--- src/rtl/alu_pkg.sv ---
// Shared types for the ALU sequencer slice: FSM states, op codes
// and instruction field layout.
package alu_pkg;

    localparam int INSTR_W = 8;
    localparam int FLD_W   = 2;
    localparam int OP_LO   = 6;
    localparam int RI_LO   = 4;
    localparam int RJ_LO   = 2;
    localparam int RK_LO   = 0;

    typedef enum logic [1:0] {
        S_IDLE,
        S_FETCH,
        S_ISSUE,
        S_DONE
    } seq_state_e;

    typedef enum logic [1:0] {
        OP_ADD = 2'd0,
        OP_SUB = 2'd1,
        OP_AND = 2'd2,
        OP_OR  = 2'd3
    } alu_op_e;

    function automatic logic [FLD_W-1:0] fld(
        input logic [INSTR_W-1:0] w,
        input int                 lo
    );
        return w[lo +: FLD_W];
    endfunction

endpackage

--- src/rtl/alu_prog_mem.sv ---
// Program store: single write port, registered read port.
// The read register holds its value until the next enabled read.
module alu_prog_mem
    import alu_pkg::*;
#(
    parameter int DEPTH  = 16,
    parameter int ADDR_W = $clog2(DEPTH)
) (
    input  logic               clk_i,
    input  logic               rst_ni,
    input  logic               wr_en_i,
    input  logic [ADDR_W-1:0]  wr_addr_i,
    input  logic [INSTR_W-1:0] wr_data_i,
    input  logic               rd_en_i,
    input  logic [ADDR_W-1:0]  rd_addr_i,
    output logic [INSTR_W-1:0] rd_data_o
);

    logic [INSTR_W-1:0] mem_q [DEPTH];
    logic [INSTR_W-1:0] rd_data_q;

    // program array write; contents survive reset
    always_ff @(posedge clk_i) begin
        if (wr_en_i) begin
            mem_q[wr_addr_i] <= wr_data_i;
        end
    end

    // read register, cleared by reset so downstream selects start at 0
    always_ff @(posedge clk_i or negedge rst_ni) begin
        if (!rst_ni) begin
            rd_data_q <= '0;
        end else if (rd_en_i) begin
            rd_data_q <= mem_q[rd_addr_i];
        end
    end

    assign rd_data_o = rd_data_q;

endmodule

--- src/rtl/alu_seq_ctrl.sv ---
// Instruction sequencer driving the ALU register-file selects.
// Optional feature macro: ALU_SEQ_LOOP_EN (adds the loop input).
module alu_seq_ctrl
    import alu_pkg::*;
#(
    parameter int PROG_DEPTH = 16,
    parameter int ADDR_W     = $clog2(PROG_DEPTH)
) (
    input  logic              clk,
    input  logic              reset,
    input  logic              load_en,
    input  logic [ADDR_W-1:0] load_addr,
    input  logic [7:0]        load_data,
    input  logic [ADDR_W:0]   prog_len,
    input  logic              start,
    input  logic              hold,
`ifdef ALU_SEQ_LOOP_EN
    input  logic              loop,
`endif
    output logic [1:0]        sel_Ri,
    output logic [1:0]        sel_Rj,
    output logic [1:0]        sel_Rk,
    output logic [1:0]        sel_op,
    output logic              issue,
    output logic [ADDR_W-1:0] pc,
    output logic              busy,
    output logic              done
);

    localparam logic [ADDR_W:0] DEPTH_L = (ADDR_W+1)'(PROG_DEPTH);
    localparam logic [ADDR_W:0] LEN_ONE = (ADDR_W+1)'(1);
    localparam logic [ADDR_W-1:0] PC_ONE = ADDR_W'(1);

    seq_state_e         state_q, state_d;
    logic [ADDR_W-1:0]  pc_q, pc_d;
    logic [ADDR_W:0]    len_q, len_d;
    logic [ADDR_W:0]    len_sat;
    logic               last_w;
    logic               wr_en;
    logic               rd_en;
    logic [INSTR_W-1:0] rd_data;
`ifdef ALU_SEQ_LOOP_EN
    logic               loop_q, loop_d;
`endif

    assign len_sat = (prog_len > DEPTH_L) ? DEPTH_L : prog_len;
    assign last_w  = ({1'b0, pc_q} == (len_q - LEN_ONE));

    // state, pc and run-length registers
    always_ff @(posedge clk or negedge reset) begin
        if (!reset) begin
            state_q <= S_IDLE;
            pc_q    <= '0;
            len_q   <= '0;
        end else begin
            state_q <= state_d;
            pc_q    <= pc_d;
            len_q   <= len_d;
        end
    end

`ifdef ALU_SEQ_LOOP_EN
    // loop request sampled at start and at each wrap-around
    always_ff @(posedge clk or negedge reset) begin
        if (!reset) begin
            loop_q <= 1'b0;
        end else begin
            loop_q <= loop_d;
        end
    end
`endif

    // next-state, pc update and memory strobes
    always_comb begin
        state_d = state_q;
        pc_d    = pc_q;
        len_d   = len_q;
        wr_en   = 1'b0;
        rd_en   = 1'b0;
`ifdef ALU_SEQ_LOOP_EN
        loop_d  = loop_q;
`endif
        unique case (state_q)
            S_IDLE: begin
                wr_en = load_en;
                if (start) begin
                    len_d = len_sat;
                    pc_d  = '0;
`ifdef ALU_SEQ_LOOP_EN
                    loop_d = loop;
`endif
                    if (len_sat != '0) begin
                        state_d = S_FETCH;
                    end else begin
                        state_d = S_DONE;
                    end
                end
            end
            S_FETCH: begin
                if (!hold) begin
                    rd_en   = 1'b1;
                    state_d = S_ISSUE;
                end
            end
            S_ISSUE: begin
                if (!hold) begin
                    if (last_w) begin
`ifdef ALU_SEQ_LOOP_EN
                        if (loop_q && loop) begin
                            pc_d    = '0;
                            loop_d  = loop;
                            state_d = S_FETCH;
                        end else begin
                            state_d = S_DONE;
                        end
`else
                        state_d = S_DONE;
`endif
                    end else begin
                        pc_d    = pc_q + PC_ONE;
                        state_d = S_FETCH;
                    end
                end
            end
            S_DONE: begin
                state_d = S_IDLE;
            end
            default: begin
                state_d = S_IDLE;
            end
        endcase
    end

    alu_prog_mem #(
        .DEPTH  (PROG_DEPTH),
        .ADDR_W (ADDR_W)
    ) u_mem (
        .clk_i     (clk),
        .rst_ni    (reset),
        .wr_en_i   (wr_en),
        .wr_addr_i (load_addr),
        .wr_data_i (load_data),
        .rd_en_i   (rd_en),
        .rd_addr_i (pc_q),
        .rd_data_o (rd_data)
    );

    assign sel_op = fld(rd_data, OP_LO);
    assign sel_Ri = fld(rd_data, RI_LO);
    assign sel_Rj = fld(rd_data, RJ_LO);
    assign sel_Rk = fld(rd_data, RK_LO);
    assign issue  = (state_q == S_ISSUE) && !hold;
    assign busy   = (state_q == S_FETCH) || (state_q == S_ISSUE);
    assign done   = (state_q == S_DONE);
    assign pc     = pc_q;

endmodule

--- config.mk ---
export PLATFORM = sky130hd
export DESIGN_NAME = alu_seq_ctrl
export DESIGN_NICKNAME = d
export VERILOG_FILES = /design/src/rtl/alu_pkg.sv /design/src/rtl/alu_prog_mem.sv /design/src/rtl/alu_seq_ctrl.sv
export SDC_FILE = /design/constraint.sdc
export NUM_CORES = 1
export LEC_CHECK = 0
export ABC_AREA = 1
export BUFFER_PORTS_ARGS = -buffer_cell sky130_fd_sc_hd__buf_2
export CAP_MARGIN = 20
export CORE_MARGIN = 1
export CORE_UTILIZATION = 60
export CTS_BUF_LIST = sky130_fd_sc_hd__clkbuf_16
export CTS_CLUSTER_SIZE = 24
export DETAILED_ROUTE_END_ITERATION = 16
export PLACE_DENSITY = 0.77
export SLEW_MARGIN = 20
export SYNTH_ARGS = -nofsm -noshare
export SYNTH_HDL_FRONTEND = slang
export SYNTH_HIERARCHICAL = 1
export SYNTH_SLANG_ARGS = --single-unit
--- constraint.sdc ---
create_clock -name clk -period 2.6 [get_ports clk]
set_input_delay 0.26 -clock clk [delete_from_list [all_inputs] [get_ports clk]]
set_output_delay 0.26 -clock clk [all_outputs]
set_load 0.05 [all_outputs]
==> metrics.cfg <==
[logic_synthesis]
yosys_warnings=6
syn_nets=619
synth_area_mm2=0.00638
synth_simple_gate_area_share_pct=24.3
synthArstFlopShare_pct=12.9
synthAdderAreaFrac_pct=1.18
synth-edff-count=128
ys_types=20
synth.area.mux_share_pct=0
synth-compound-area-share_pct=1.06
synth_area_leader_cell=edfxtp_1
ys.flop_type=edfxtp_1
ys_seq_area_share_pct=67.7
synth_top_family_by_area=simple AND/OR/NAND/NOR gates
synth_area_leaders=edfxtp_1 60%, nand2_1 13%, nand3_1 8.4%
avgSynthCellArea_um2=10.8
yosysMostFrequentCell=nand2_1
synth_seq_cells=147
syn-instance-count=591
yosys.area.top_type_share_pct=60.2
synth_commonest_cells=229 x nand2_1, 128 x edfxtp_1, 107 x nand3_1
synth_xor_xnor_area_share_pct=0.137

[worst_setup_path]
crit_family=simple AND/OR/NAND/NOR gates
crit_buf_inv=2
start_kind=flop
crit_fanout=8
critPathKind=reg2reg
cpMostUsedCell=inv_1
max_stage_delay_ps=620
critPathRequiredTime_ps=2640
crit_arrival_ps=2280
cp_slowest_cell=nor2_1
cp_cell_sequence=inv_1, ha_1, nand2_1, inv_1, nand3_1, nor2_1
end_kind=flop

[drt]
first_iter_violations=624
vias_per_cell=5.76
drc_errors=0
num_vias=4468
postRouteAntennaNets=0
routedWlPerCell_um=18.3
drt-total-wl_mm=14.2
drtPass1Iterations=6

[placed_design]
dp_hpwl_mm=9.12
place_inst=744
io_buffer_count=36
routabilityCongestion=0.824
post_dp_cell_area_mm2=0.00652

[cts]
path_clk_slew_ps=60
cts-buffers-inserted=17
cts_tree=done
clock_sinks=147
h-tree-depth=4
clock_path_buffers=2
clock_latency_ps=420
cts_root_buf=clkbuf_16

[sta]
worst-slew-pin-transition_ps=740
hold_viol=0
fmax_mhz=446
fin_crit_sh_pct=86.1
slew_headroom_pct=50.5
maxSlewViolCount=0
skew_ps=6.83
setup_viol=0
post-route-min-period_ps=2240
rsz0062_at_grt=no
tns_ps=0

[final_layout]
fin_area_mm2=0.00709
drive_above_1_share_pct=12.3
nets=656
final_core_util_pct=68.7
num_antenna_cells=0
layout.cells.non_filler=776
syn2layout_area_growth_pct=11.2

[grt]
grt_overflow=0
grt_max_degree=73
grt_first_pass_wirelength_mm=22.1
grt_pass1_vias=4166
grt.total_usage_pct=27.8
antenna_found_initial=0

[floorplan]
initial_utilization_pct=61.8
coreArea_mm2=0.0103
die_h_um=105
die_w_um=105
pin_count=37
die_area_mm2=0.0111
fp-row-count=37

[pwr]
leakage_nw=2.84
finalPower_mw=7.43
worst_ir_drop_vdd_v=0.000588
p_per_area_mw_per_mm2=1050

[run]
cap_violations=0

[worst_hold_path]
hold_class=in2reg

[status]
status=completed

state kept, by name, summed over array words and instances (netlist names):
signal           flops
len_q                5
u_mem/mem_q        128
pc                   4
state_q              2
u_mem/rd_data_o      8
layer usage:
| metal | vias to the layer above | share of wire, % | global-route usage [%] |
|---|---|---|---|
| li1 | 2076 | - | - |
| met1 | 2103 | 40 | 38.0 |
| met2 | 252 | 47 | 43.0 |
| met3 | 37 | 10 | 6.67 |
| met4 | 0 | 2.2 | 11.9 |
| met5 | - | 0 | 0 |
cell type report:
cell class / instances / area, um2
inverters: 27 / 101
clock buffers: 17 / 425
fillers: 714 / 3230
clock inverters: 14 / 140
flip-flops and latches: 147 / 4320
well taps: 136 / 170
repair buffers: 43 / 235
multi-input cells: 392 / 1700
timing repair:
action,4_1_cts,5_1_grt
buffers inserted,0,0
hold endpoints to repair,19,0
resized for setup,0,0
hold buffers,1,0
kinds of logic after synthesis:
logic type | count (synthesis)
AND/OR/NAND/NOR | 372
buffers and inverters | 52
XOR/XNOR | 1
AO/OA/AOI/OAI | 13
flip-flops | 147
adder cells (fa/ha/maj) | 6
per-stage QoR:
stage          hold WS, ps  setup slack (ps)
3_5_place_dp           221               478
5_1_grt               69.5               251
4_1_cts               58.6               436
3_3_place_gp           214               581
2_1_floorplan        -35.6               912
6_report              64.6               360
power breakdown:
| part | switching, mW | leakage [nW] | internal, mW | total (mW) |
|---|---|---|---|---|
| clock network | 0.905 | 0.268 | 1.40 | 2.30 |
| registers | 0.0915 | 1.39 | 2.73 | 2.82 |
| logic | 1.69 | 1.18 | 0.621 | 2.31 |
| total | 2.68 | 2.84 | 4.75 | 7.43 |
worst paths after layout:
kind	from	to	slack (ps)	cells after the start
hold / removal	prog_len[1]	len_q[1]$_DFFE_PN0P_	60	3
setup reg to reg	state_q[1]$_DFFE_PN0P_	u_mem/mem_q[11][6]$_DFFE_PP_	360	6
hold reg to reg	u_mem/rd_data_o[1]$_DFFE_PN0P_	u_mem/rd_data_o[1]$_DFFE_PN0P_	470	2
min in group asynchronous	reset	u_mem/rd_data_o[6]$_DFFE_PN0P_	310	2
max in group asynchronous	reset	pc[0]$_DFFE_PN0P_	1960	2
setup / recovery	state_q[1]$_DFFE_PN0P_	u_mem/mem_q[11][6]$_DFFE_PP_	360	6
cells in the final DEF, fill, tap and decap left out:
| master | count |
|---|---|
| bufinv_16 | 2 |
| edfxtp_1 | 128 |
| dfrtp_1 | 18 |
| inv_2 | 2 |
| a21oi_1 | 2 |
| inv_1 | 25 |
| nand3_1 | 107 |
| nand3_2 | 2 |
| nor2_2 | 1 |
| o31ai_1 | 1 |
| ha_1 | 6 |
| nor2_1 | 31 |
| o21ai_0 | 10 |
| inv_6 | 1 |
| clkbuf_16 | 17 |
| dfrtp_2 | 1 |
| buf_4 | 6 |
| clkinvlp_4 | 4 |
| nand4_1 | 1 |
| clkinv_4 | 2 |
| buf_2 | 36 |
| or2_2 | 1 |
| clkinv_2 | 4 |
| xor2_1 | 1 |
| nand2_1 | 229 |
| dlygate4sd3_1 | 1 |
| clkinv_1 | 1 |
worst register-to-register path, stage by stage (launching register included):
cell     delay, ps
dfrtp_1        420
inv_1          100
ha_1           210
nand2_1         70
inv_1          230
nand3_1        220
nor2_1         620
No activity file was read; power rests on OpenSTA's default activity.
